`config.mk`:
```
export PLATFORM = sky130hd
export DESIGN_NAME = mba_dot_accumulator
export DESIGN_NICKNAME = d
export VERILOG_FILES = /design/src/rtl/mba_dot_accumulator.sv
export SDC_FILE = /design/constraint.sdc
export NUM_CORES = 1
export LEC_CHECK = 0
export CORE_MARGIN = 2
export CORE_UTILIZATION = 51
export CTS_BUF_LIST = sky130_fd_sc_hd__clkbuf_16
export CTS_CLUSTER_DIAMETER = 40
export DETAILED_ROUTE_END_ITERATION = 10
export GPL_ROUTABILITY_DRIVEN = 1
export PLACE_DENSITY_LB_ADDON = 0.12
export SLEW_MARGIN = 10
export SYNTH_ARGS = -nofsm -noshare
export SYNTH_HDL_FRONTEND = slang
export SYNTH_SLANG_ARGS = --single-unit
```
`constraint.sdc`:
```
create_clock -name clk_i -period 3.5 [get_ports clk_i]
set_input_delay 0.35 -clock clk_i [delete_from_list [all_inputs] [get_ports clk_i]]
set_output_delay 0.35 -clock clk_i [all_outputs]
set_load 0.02 [all_outputs]
```
`src/rtl/mba_dot_accumulator.sv`:
```
// Saturating dot-product accumulator for the Booth multiplier's 16-bit signed products.
// Sums frames of Len products and presents each result on a valid/ready handshake.
module mba_dot_accumulator #(
    parameter int unsigned Len  = 8,
    parameter int unsigned AccW = 24
) (
    input  logic            clk_i,
    input  logic            rst_i,
    input  logic            in_valid_i,
    output logic            in_ready_o,
    input  logic [15:0]     in_prod_i,
    output logic            out_valid_o,
    input  logic            out_ready_i,
    output logic [AccW-1:0] out_sum_o,
    output logic            out_sat_o
);

    localparam logic [7:0]      LastCount = 8'(Len - 1);
    localparam logic [AccW-1:0] AccMax    = {1'b0, {(AccW-1){1'b1}}};
    localparam logic [AccW-1:0] AccMin    = {1'b1, {(AccW-1){1'b0}}};

    typedef enum logic [0:0] {StAccum, StHold} state_e;

    state_e          state_q, state_d;
    logic [AccW-1:0] acc_q, acc_d;
    logic [7:0]      count_q, count_d;
    logic            sat_q, sat_d;
    logic [AccW-1:0] out_sum_q, out_sum_d;
    logic            out_sat_q, out_sat_d;

    logic            in_accept;
    logic            last_prod;
    logic [AccW:0]   acc_ext;
    logic [AccW:0]   prod_ext;
    logic [AccW:0]   sum_ext;
    logic [AccW-1:0] acc_next;
    logic            sat_hit;

    assign in_accept = in_valid_i && (state_q == StAccum);
    assign last_prod = (count_q == LastCount);

    // One guard bit is enough: the top two bits disagree exactly on overflow.
    always_comb begin
        acc_ext  = {acc_q[AccW-1], acc_q};
        prod_ext = {{(AccW+1-16){in_prod_i[15]}}, in_prod_i};
        sum_ext  = acc_ext + prod_ext;
        acc_next = sum_ext[AccW-1:0];
        sat_hit  = 1'b0;
        if (!sum_ext[AccW] && sum_ext[AccW-1]) begin
            acc_next = AccMax;
            sat_hit  = 1'b1;
        end else if (sum_ext[AccW] && !sum_ext[AccW-1]) begin
            acc_next = AccMin;
            sat_hit  = 1'b1;
        end
    end

    always_comb begin
        acc_d     = acc_q;
        count_d   = count_q;
        sat_d     = sat_q;
        out_sum_d = out_sum_q;
        out_sat_d = out_sat_q;
        if (in_accept) begin
            if (last_prod) begin
                out_sum_d = acc_next;
                out_sat_d = sat_q | sat_hit;
                acc_d     = '0;
                count_d   = '0;
                sat_d     = 1'b0;
            end else begin
                acc_d   = acc_next;
                count_d = count_q + 8'd1;
                sat_d   = sat_q | sat_hit;
            end
        end
    end

    always_ff @(posedge clk_i) begin
        if (rst_i) begin
            state_q <= StAccum;
        end else begin
            state_q <= state_d;
        end
    end

    always_comb begin
        state_d = state_q;
        unique case (state_q)
            StAccum: if (in_accept && last_prod) state_d = StHold;
            StHold:  if (out_ready_i)            state_d = StAccum;
            default: state_d = StAccum;
        endcase
    end

    always_comb begin
        in_ready_o  = (state_q == StAccum);
        out_valid_o = (state_q == StHold);
    end

    always_ff @(posedge clk_i) begin
        if (rst_i) begin
            acc_q     <= '0;
            count_q   <= '0;
            sat_q     <= 1'b0;
            out_sum_q <= '0;
            out_sat_q <= 1'b0;
        end else begin
            acc_q     <= acc_d;
            count_q   <= count_d;
            sat_q     <= sat_d;
            out_sum_q <= out_sum_d;
            out_sat_q <= out_sat_d;
        end
    end

    assign out_sum_o = out_sum_q;
    assign out_sat_o = out_sat_q;

endmodule

```
==> metrics <==
status finished clean; io pins 47; final hold slack 0.415 ns; crit path time final 3.29 ns; Hold Crit Depth 2; EDFF count, synth 0; aggregate negative setup slack 0 ns; fillers 619; Synth top area share 0.319; area of the core 0.00714 mm²; Final ANT Viol Nets 0; Post-CTS Setup Repair Bufs 0; commonest cells after routing, fill and taps aside 70 x nor2_1, 63 x buf_4, 59 x dfxtp_1; CTS Root Cell clkbuf_16; Post-Synthesis Cells 464; VDD IR max 0.391 mV; Fmax 304 MHz; Seq/Total Area, Yosys 0.319; initial antenna violation count 0; Synth Flop Type dfxtp_1; post-synth net total 512; period utilisation layout 0.941; clock skew 0.00545 ns; maximum number of pins on one net before global-route repair 34; Synth Cell Area 0.00370 mm²; global route overflow 0; Pwr Density 802 mW/mm²; clock-pin slew on the worst setup and hold paths 0.05 ns; DR pass1 iterations 4; RSZ-0062 raised after global routing no; Arr. time, crit path 3.51 ns; initial core utilization 0.519; P_leak 2.03 nW; first-pass GRT wire length 17500 µm; DR vias/cell 5.72; kind of critical path input port to flop; #FFs+latches synth 59; Clock Sinks 59; WL per Instance 16.1 µm; total CTS buffers 9; Layout Nets 607; Synth warnings 0; final setup violation count 0; antenna diode instance count 0; IO buf count 46; Yosys top cell by area dfxtp_1; count of cell types in the netlist 60; hpwl dp 7800 µm; metal3 WL 490 µm; vias in the first global route 3711; actual slew at the worst max-slew pin 0.763 ns; wl on met1 4870 µm; Longest Clk Path Bufs 2; clk_lat worst skew 0.33 ns; CTS Hold Bufs 0; layout cells sized above 1 0.190; Syn Area/Cell 7.98 µm²; Async SR Flop Fraction 0; WL met2 5070 µm; RePlAce Congestion 0.892; fin area 0.00497 mm²; synth top area cells dfxtp_1 32%, ha_1 9.1%, nor2_1 7.2%; max-slew violations 0; Resized cells post-CTS 0; DRC Markers 0; Critical Path RT 3.71 ns; vias 3794; crit path capture type flop; Die Span X 89.2 µm; max-cap viol count 0; CTS tree done; area of placed instances 0.00465 mm²; most common cell after layout, fill and taps aside nor2_1; CP startpoint kind input port; Tightest Hold Check Type input port to flop; Rel. slew slack 0.491; die area 0.00796 mm²; DRT iter0 DRCs 238; gr usage total 0.287; worst-path maximum fanout 6; Die Y 89.2 µm; Hold Fails Final Rpt 0; synthesis-to-finish area growth 34.2%; DR top layer met4; final WL 10700 µm; Rows 31; reg2reg path depth 13; H-tree levels 3
## power by group
part           total, mW  internal (mW)  switching [mW]
sequential         0.859          0.788          0.0712
combinational       2.17           1.01            1.17
clock              0.953          0.620           0.333
total               3.99           2.42            1.57
## cells in the mapped netlist (4+ instances only)
library cell / count
or3_1: 6
a22oi_1: 5
a211oi_1: 16
nand3_1: 12
a2111oi_2: 4
o21a_1: 6
xnor2_1: 8
o31a_1: 4
clkbuf_1: 18
buf_2: 5
o21ai_0: 22
xor2_1: 10
nand2_1: 39
ha_1: 27
o211ai_1: 4
and3_1: 5
nand2_2: 4
nor3_1: 19
nor2_1: 71
nand4_1: 7
dfxtp_1: 59
inv_1: 12
o21bai_1: 4
a21o_1: 7
a21oi_1: 41
## per-layer routing
layer,vias to the layer above,track usage
met5,-,0
met4,0,0.117
met3,23,0.0360
met2,110,0.484
met1,1786,0.371
li1,1875,-
## sequential cells by signal (all words and copies together), names as in the netlist
| name | flops |
|---|---|
| out_sat_o | 1 |
| out_valid_o | 1 |
| sat_q | 1 |
| count_q | 8 |
| out_sum_o | 24 |
| acc_q | 24 |
## metrics by stage
step	worst slack [ns]	cells	util	power, mW
floorplan	0.185	464	-	2.21
global placement	-0.0616	647	0.651	2.94
detailed placement	-0.126	647	0.651	2.99
CTS	0.190	663	0.696	3.97
global route	0.0212	663	0.697	4.25
finish	0.206	663	0.697	3.99
## path summary, 6_finish.rpt
| kind | from | endpoint | slack [ns] |
|---|---|---|---|
| setup / recovery | in_prod_i[12] | acc_q[20]$_SDFFE_PP0P_ | 0.21 |
| hold / removal | rst_i | count_q[1]$_SDFFE_PP0P_ | 0.42 |
| setup reg to reg | acc_q[12]$_SDFFE_PP0P_ | acc_q[20]$_SDFFE_PP0P_ | 0.33 |
| hold reg to reg | acc_q[15]$_SDFFE_PP0P_ | acc_q[15]$_SDFFE_PP0P_ | 0.46 |
## kinds of logic (layout without fill, tap and decap cells)
group	count (synthesis)	after routing	share of synthesized area
simple gates	180	180	0.230
compound gates	140	140	0.264
flops	59	59	0.319
buf+inv	37	137	0.0422
fa+ha+maj	28	28	0.0966
xor+xnor	18	18	0.0426
mux	2	2	0.00540
## final cells by class
type,count,area (µm²),area share
Clock buffer,9,225,0.0453
Clock inverter,7,92.6,0.0186
Inverter,12,45.0,0.00906
Multi-Input combinational cell,368,2380,0.478
Sequential cell,59,1180,0.237
Tap cell,99,124,0.0249
Timing Repair Buffer,109,928,0.187
## worst max-delay path, cell delays in order
cell,delay [ns]
clkdlybuf4s50_1,0.40
ha_1,0.32
a21o_1,0.19
a31o_2,0.26
nor2b_4,0.13
nor4_4,0.26
o21ai_4,0.11
a41oi_2,0.25
xor2_1,0.18
ha_2,0.26
buf_4,0.16
a21oi_1,0.06
or3b_2,0.45
a2bb2oi_1,0.14
Power figures use the tool's default switching activity.
